`src/rtl/ac_setpoint_driver.sv`:
```
`default_nettype none
// ============================================================================
//  Module      : ac_setpoint_driver
//  Description : Initiator side of the AC increase/decrease command link.
//                Steps the AC one code at a time toward a latched target.
//                A command the AC does not answer is retried, and a sticky
//                fault is raised once the retries are used up.
//  Revision    : 1.0  initial release
// ============================================================================
module ac_setpoint_driver #(
    parameter int TEMP_NBITS     = 3,
    parameter int PULSE_CYCLES   = 2,
    parameter int TIMEOUT_CYCLES = 6,
    parameter int MAX_RETRIES    = 2
) (
    input  logic                  clk_2,
    input  logic                  reset,
    input  logic [TEMP_NBITS-1:0] setpoint,
    input  logic                  setpoint_load,
    input  logic [TEMP_NBITS-1:0] actual_temp,
    input  logic                  dripping,
    output logic                  increase,
    output logic                  decrease,
    output logic                  busy,
    output logic                  at_target,
    output logic                  fault
);

    // The timer counts down from N-1 to 0, so it only has to hold max-1.
    localparam int c_TIMER_MAX = (PULSE_CYCLES > TIMEOUT_CYCLES) ? PULSE_CYCLES : TIMEOUT_CYCLES;
    localparam int c_TW        = (c_TIMER_MAX > 1) ? $clog2(c_TIMER_MAX) : 1;
    localparam int c_RW        = (MAX_RETRIES > 0) ? $clog2(MAX_RETRIES + 1) : 1;

    localparam logic [c_TW-1:0] c_PULSE_LAST   = c_TW'(PULSE_CYCLES - 1);
    localparam logic [c_TW-1:0] c_TIMEOUT_LAST = c_TW'(TIMEOUT_CYCLES - 1);
    localparam logic [c_RW-1:0] c_RETRY_LIMIT  = c_RW'(MAX_RETRIES);

    typedef enum logic [1:0] {
        S_IDLE  = 2'd0,
        S_ISSUE = 2'd1,
        S_WAIT  = 2'd2,
        S_FAULT = 2'd3
    } state_t;

    state_t                r_state;
    logic [TEMP_NBITS-1:0] r_target;
    logic [TEMP_NBITS-1:0] r_prev;
    logic [c_TW-1:0]       r_timer;
    logic [c_RW-1:0]       r_retries;
    logic                  r_dir;
    logic                  r_at_target;

    // Command sequencer: issue a pulse, wait for the AC to move, retry or fault.
    always_ff @(posedge clk_2) begin
        if (reset) begin
            r_state     <= S_IDLE;
            r_target    <= '0;
            r_prev      <= '0;
            r_timer     <= '0;
            r_retries   <= '0;
            r_dir       <= 1'b0;
            r_at_target <= 1'b0;
        end else begin
            // A new setpoint never aborts a command already in flight; it is
            // acted on at the next IDLE decision.
            if (setpoint_load) begin
                r_target <= setpoint;
            end

            r_at_target <= (r_state == S_IDLE) && (r_target == actual_temp);

            case (r_state)
                S_IDLE: begin
                    r_retries <= '0;
                    if ((r_target != actual_temp) && !dripping) begin
                        r_dir   <= (r_target > actual_temp);
                        r_timer <= c_PULSE_LAST;
                        r_state <= S_ISSUE;
                    end
                end

                S_ISSUE: begin
                    if (r_timer == '0) begin
                        // Snapshot the reading so any later movement counts as an answer.
                        r_prev  <= actual_temp;
                        r_timer <= c_TIMEOUT_LAST;
                        r_state <= S_WAIT;
                    end else begin
                        r_timer <= r_timer - c_TW'(1);
                    end
                end

                S_WAIT: begin
                    if (actual_temp != r_prev) begin
                        r_retries <= '0;
                        r_state   <= S_IDLE;
                    end else if ((r_timer == '0) && (r_retries == c_RETRY_LIMIT)) begin
                        r_state <= S_FAULT;
                    end else if (r_timer == '0) begin
                        // Re-issue in the same direction as the unanswered command.
                        r_retries <= r_retries + c_RW'(1);
                        r_timer   <= c_PULSE_LAST;
                        r_state   <= S_ISSUE;
                    end else begin
                        r_timer <= r_timer - c_TW'(1);
                    end
                end

                S_FAULT: begin
                    if (setpoint_load) begin
                        r_retries <= '0;
                        r_state   <= S_IDLE;
                    end
                end

                default: begin
                    r_state <= S_IDLE;
                end
            endcase
        end
    end

    // Outputs are pure decodes of registered state; no input reaches them.
    assign increase  = (r_state == S_ISSUE) &&  r_dir;
    assign decrease  = (r_state == S_ISSUE) && !r_dir;
    assign busy      = (r_state == S_ISSUE) || (r_state == S_WAIT);
    assign fault     = (r_state == S_FAULT);
    assign at_target = r_at_target;

endmodule
`default_nettype wire
```
`config.mk`:
```
export PLATFORM = sky130hd
export DESIGN_NAME = ac_setpoint_driver
export DESIGN_NICKNAME = d
export VERILOG_FILES = /design/src/rtl/ac_setpoint_driver.sv
export SDC_FILE = /design/constraint.sdc
export NUM_CORES = 1
export LEC_CHECK = 0
export CAP_MARGIN = 20
export CORE_ASPECT_RATIO = 0.75
export CORE_MARGIN = 2
export CORE_UTILIZATION = 47
export CTS_CLUSTER_DIAMETER = 30
export DETAILED_ROUTE_END_ITERATION = 7
export PLACE_DENSITY = 0.86
export SYNTH_ARGS = -nofsm -noshare
export SYNTH_HDL_FRONTEND = slang
export SYNTH_SLANG_ARGS = --single-unit
```
`constraint.sdc`:
```
create_clock -name clk_2 -period 1.7 [get_ports clk_2]
set_clock_uncertainty 0.15 [all_clocks]
set_input_delay 0.255 -clock clk_2 [delete_from_list [all_inputs] [get_ports clk_2]]
set_output_delay 0.255 -clock clk_2 [all_outputs]
set_load 0.05 [all_outputs]
```
* Word-level counts from Yosys, hierarchy flattened
Index checks and enable logic that the tools add are counted.
** Storage, ports and cells
- Word-level logic and storage cells :: 59
- Register bits after elaboration :: 15
- Memory bits (writable) :: 0
- Output and inout port bits :: 5
- Memories :: 0
- Bits of input ports :: 10
- Bits in read-only memories :: 0
- Bits in latches :: 0
** Cells by class
- Magnitude comparators :: 1
- Shift-type cells :: 0
- Add/sub/neg operators :: 2
- Div/mod/pow operators :: 0
- Eq/ne operators :: 15
- Bitwise logic cells :: 0
- Reduce and logical (&&, ||, !) cells :: 17
- Mux-type cells :: 17
- $mul :: 0
** Operators with widths (count)
- two-way mux 2 bit :: 9
- two-way mux 3 bit :: 5
- AND reduction 4 bit :: 3
- one-hot mux 3 bit (3 select lines) :: 1
- != test 2 bit (second input constant) :: 4
- one-hot mux 2 bit (4 select lines) :: 1
- == test 2 bit (second input constant) :: 3
- != test 3 bit :: 2
- != test 3 bit (second input constant) :: 2
- one-hot mux 2 bit (3 select lines) :: 1
- nonzero test 3 bit :: 2
- logical AND 1 bit :: 5
- != test 4 bit (second input constant) :: 1
- AND reduction 2 bit :: 2
- == test 3 bit :: 1
- greater-than comparator 3 bit :: 1
- zero test 3 bit :: 1
- subtractor 3 x 1 -> 3 bit (second input constant) :: 1
- adder 2 x 1 -> 2 bit (second input constant) :: 1
- == test 2 x 1 -> 1 bit (second input constant) :: 1
- zero test 1 bit :: 2
- zero test 2 bit :: 1
- != test 2 x 1 -> 1 bit (second input constant) :: 1
- logical OR 1 bit :: 1

* Logic depth before layout (Yosys ltp)
- Word-level depth :: 5
- Depth in mapped cells :: 8
- Gate-level depth less buffers :: 6

* Worst setup path after synthesis
Ideal clock, no wire load.
- Path type :: register -> register
- Start :: register r_state[1]
- End :: register r_timer[1]
- Buffers on the path :: 0
- Setup time :: 0.067 ns
- Arrival time :: 1.676 ns
- Slack :: -0.193 ns
- Period minus slack after synthesis :: 1.893 ns
- Stages on the path, launching flop included :: 7
- Path through :: dfxtp_1 inv_1 ha_1 nor2b_1 nand3b_1 a311o_1 o21ai_2
** Between the ends
- Cells in the longest elaborated chain, start to end :: 3
- Elaborated cells between the ends (all ways) :: 9
- Those cells by class :: eq/ne (5); mux (1); reduce/logical (3)
** Ends and longest elaborated chain
- from (decl) :: line 45 : state_t r_state;
- from (signal assigned) :: line 56 : r_state <= S_IDLE;
- from (signal assigned) :: line 78 : r_state <= S_ISSUE;
- from (signal assigned) :: line 87 : r_state <= S_WAIT;
- == test 2 bit (tied with other cells) :: line 72 : case (r_state)
- != test 2 bit (no line) (tied with other cells)
- AND reduction 4 bit (no line)
- to (signal assigned) :: line 77 : r_timer <= c_PULSE_LAST;
- to (signal assigned) :: line 86 : r_timer <= c_TIMEOUT_LAST;
- to (signal assigned) :: line 89 : r_timer <= r_timer - c_TW'(1);
- to (decl) :: line 48 : logic [c_TW-1:0] r_timer;
Parallel ways exist; a longest one is shown, timed or not.
A chain may end at the register's enable or synchronous reset.

* Worst setup path in the final report
- Start :: register r_retries[0]
- End :: register r_timer[1]
** Between the ends
- Cells in the longest elaborated chain, start to end :: 4
** Ends and longest elaborated chain
- from (decl) :: line 49 : logic [c_RW-1:0] r_retries;
- from (signal assigned) :: line 101 : r_retries <= r_retries + c_RW'(1);
- == test 2 bit :: line 97 : end else if ((r_timer == '0) && (r_retries == c_RETRY_LIMIT)) begin
- logical AND 1 bit :: line 97
- != test 2 bit (no line)
- AND reduction 4 bit (no line)
- to (signal assigned) :: line 89
- to (signal assigned) :: line 102 : r_timer <= c_PULSE_LAST;
- to (signal assigned) :: line 105 : r_timer <= r_timer - c_TW'(1);
Every way passes these cells.

==> impl.org <==
** Run status
- Status :: complete, but fails checks
- Violated checks :: negative setup slack

** STA
- In this run the tightest slew margin relative to its limit is 76.43%.
- Hold violation total from the final report :: 0
- Final hold analysis gives a worst-case slack of 0.3385 ns.
- The final critical path takes up 105.4% of the cycle.
- At the pin with the least slew margin, the transition time is 0.3511 ns.
- Final Slew Violations :: 0
- Post-route worst setup slack :: -0.09149 ns
- Final setup viols :: 7
- Setup repair after global routing could not meet its margin everywhere.
- Derived from the worst setup path, the maximum achievable clock frequency is 558.2 MHz.
- Final critical path time including I/O delays and setup :: 1.791 ns

** CTS
- Max Buffers Root-to-Sink :: 2
- TritonCTS built the clock tree.
- Number of H-tree levels :: 1
- Root Buffer :: clkbuf_4
- At the later pin of the worst-skew pair, clock insertion delay measures 0.30 ns.
- CTS Sinks :: 15
- Count of hold-fix buffers inserted at cts :: 0
- After clock tree synthesis, the clock-pin slew on the worst setup and hold paths is 0.09 ns.
- Clock tree synthesis inserted a total of 3 buffers.

** Cells and area
- Multi-input gate area in the final layout :: 763.2 um^2
- Finished Cell Area :: 0.001569 mm^2
- Registers take 311.5 um^2.
- 0 antenna diodes ended up in the layout.
- Share of post-route cells with drive strength above 1 :: 46.05%
- From synthesis to final layout, the design area changed by 66.09%.
- Count of fill cells added during filler insertion :: 127
- The net count of the finished layout is 172.

** Setup path
- Delay of the slowest critical-path stage :: 0.46 ns
- Along the worst path, the maximum fanout reaches 4.
- Type of element capturing the critical path :: register
- Counting both buffers and inverters, the worst setup path holds a total of 1.
- The signal on the critical path passes through inv_2 -> ha_4 -> or4b_4 -> a41o_1 -> a311o_1 -> o21ai_2.
- Critical path's slowest cell :: or4b_4
- Startpoint class of the critical path :: register
- The critical path in this run is classified as reg2reg.
- Critical path data arrival time :: 1.88 ns
- Among cell families on the critical path, the largest total delay comes from compound AO/OA/AOI/OAI gates.
- Data on the critical path is required at its endpoint by 1.79 ns.

** Synth
- Counting flops with a built-in enable in the synthesized netlist gives 0.
- The synthesized netlist devotes 2.781% of its cell area to XOR and XNOR gates.
- Proportion of synthesized area in mux cells :: 4.238%
- Area of the mapped netlist :: 944.7 um^2
- By area, the combinational part of the netlist is dominated by simple AND/OR/NAND/NOR gates.
- The synthesized netlist devotes 19.34% of its cell area to compound gates.
- Synthesized area per cell :: 8.510 um^2
- Counting distinct cell types in the post-synthesis netlist gives 40.
- Syn_nets :: 130
- After Yosys synthesis, full adders, half adders and majority gates account for 11.92% of the synthesized area.
- Summing the sequential cell areas from Yosys gives 31.79% of the chip area.
- Among all cell types in the netlist, the one instantiated most often is dfxtp_1.
- Dominant synthesized flop cell :: dfxtp_1
- Share of Yosys cell area claimed by the top area cell type :: 31.79%
- In this run, synthesis produced a sequential element count of 15.
- The synthesized design spends more area on one cell type than any other, namely dfxtp_1.
- In the synthesized netlist, the number of instances is 111.
- The synthesized netlist devotes 23.44% of its cell area to simple gates.
- Counting instances in the post-synthesis netlist gives the leading cell types as dfxtp_1, inv_1, a21oi_1, ha_1, nor2_1.
- Yosys printed 0 warnings.
- Post-synthesis async set-or-reset flop share :: 0%
- Leading post-synthesis cells by cell area :: dfxtp_1, ha_1, a21oi_1, mux2i_1, inv_1

** Global route
- Antenna violations before repair :: 0
- Entering global routing, the biggest net connects 9 pins.
- The first global-routing pass estimated 4505 um of wire.
- Global routing used 25.00% of the available tracks.
- For this run, global-route usage on met2 was measured as 48.33%.
- GR Util met1 :: 25.70%
- For met3 alone, demand over resource in global routing was 7.012%.
- Global routing finished with a remaining overflow of 0.
- The global routing stage identified its most utilized layer as met2.
- Via count of the first global-routing pass :: 1038

** Floorplanning
- Core outline area :: 0.001944 mm^2
- Number of top-level pins :: 15
- For this configuration, the core starts out at a cell density of 48.58%.
- The initialized floorplan defines 14 standard-cell rows.
- The die covers 0.002388 mm^2.
- Vertical extent of the die :: 42.83 um
- Horizontal extent of the die :: 55.77 um

** Place
- Pre-CTS setup slack :: -0.4882 ns
- At the end of routability-driven placement, the weighted congestion stood at 0.8186.
- Summing all placed instances gives a cell area of 0.001316 mm^2.
- The wire-length estimate of the detail-placed layout is 1857 um.
- During placement, the flow inserted port buffers numbering 14.

** Route
- The final route contains 1022 vias.
- DRC violations left :: 0
- For this block, the routed nets add up to 2961 um of wire.
- Number of nets still failing antenna checks after routing :: 0
- Routed wire length per instance :: 16.82 um
- Number of iterations in the first detailed-routing pass :: 4
- Number of design-rule violations left by the first detailed-router iteration :: 39
- DR vias/cell :: 5.807

** Worst hold path
- In this run the worst hold path is classified as reg2reg.

** Job
- Across the run, the number of max-cap violations was 0.

** Power
- Summing internal, switching and leakage power gives 2.105 mW.
- Static leakage :: 0.6157 nW
- Power density cells :: 1342 mW/mm^2
- Max VDD drop :: 1.114 mV
## metal layers
| layer | routed length [um] | up-vias |
|---|---|---|
| li1 | - | 483 |
| met1 | 1159 | 491 |
| met2 | 1586 | 38 |
| met3 | 125 | 10 |
| met4 | 89 | 0 |
| met5 | 0 | - |
## through the flow
| stage | TNS (ns) | util (%) | instances |
|---|---|---|---|
| final | -0.2841 | 80.70 | 176 |
| after global routing | -0.7590 | 80.70 | 176 |
| after CTS | -0.2815 | 78.12 | 176 |
| after detailed placement | -3.286 | 67.70 | 166 |
| after global placement | -2.923 | 67.70 | 166 |
| after floorplan | -0.1144 | - | 111 |
## repair_timing
item | 4_1_cts | 5_1_grt
buffers inserted | 6 | 0
pin swaps | 5 | 4
resized for setup | 33 | 10
endpoints found under the setup margin | 10 | 10
gates cloned | 0 | 0
## cells by family (layout without fill, tap and decap cells)
logic type | count (synthesis) | after routing
AND/OR/NAND/NOR | 39 | 39
AO/OA/AOI/OAI | 26 | 26
flip-flops | 15 | 15
buffers and inverters | 15 | 56
adder cells (fa/ha/maj) | 9 | 9
multiplexers | 4 | 4
XOR/XNOR | 3 | 3
## cells in the final DEF, fill, tap and decap left out, drive strengths merged, types with 2 or more instances in the layout
| cell | netlist | final |
|---|---|---|
| xnor2 | 3 | 3 |
| dlygate4sd2 | 0 | 3 |
| clkdlybuf4s50 | 0 | 6 |
| nand2b | 2 | 2 |
| nor3 | 5 | 5 |
| nor2b | 5 | 5 |
| o21ai | 3 | 3 |
| buf | 2 | 33 |
| a21oi | 9 | 9 |
| clkbuf | 3 | 4 |
| dfxtp | 15 | 15 |
| inv | 10 | 10 |
| and2 | 2 | 2 |
| nand3 | 3 | 3 |
| nand3b | 2 | 2 |
| nor2 | 9 | 9 |
| ha | 9 | 9 |
| or4b | 2 | 2 |
| o211ai | 2 | 2 |
| mux2i | 4 | 4 |
| nand2 | 3 | 3 |
## final cells by class
class	count	area share, %
Clock buffer	4	1.675
Timing Repair Buffer	42	25.20
Sequential cell	15	19.86
Inverter	10	2.711
Multi-Input combinational cell	81	48.64
Tap cell	24	1.914
## flip-flops by register name (all words and copies together), names as in the netlist
name / count
r_timer: 3
r_state: 2
r_retries: 2
r_target: 3
r_prev: 3
at_target: 1
r_dir: 1
## power breakdown
group / switching (mW) / internal (mW) / leakage (nW)
registers: 0.0692 / 0.424 / 0.125
clock network: 0.121 / 0.0916 / 0.0150
logic: 0.690 / 0.709 / 0.475
total: 0.880 / 1.23 / 0.616
## path summary, 6_finish.rpt
kind	cells past startpoint	to	slack [ns]	startpoint
setup / recovery	6	r_timer[1]$_SDFFE_PP0P_	-0.09	r_retries[0]$_SDFFE_PP0P_
hold / removal	2	r_prev[0]$_SDFFE_PP0P_	0.34	r_prev[0]$_SDFFE_PP0P_
hold reg to reg	2	r_prev[0]$_SDFFE_PP0P_	0.34	r_prev[0]$_SDFFE_PP0P_
setup reg to reg	6	r_timer[1]$_SDFFE_PP0P_	-0.09	r_retries[0]$_SDFFE_PP0P_
## tightest hold or removal path, stage by stage, from the launching register on
cell and delay (ns):
dfxtp_1 0.33, nand2_1 0.06, a21oi_1 0.06
Power figures use the tool's default switching activity.
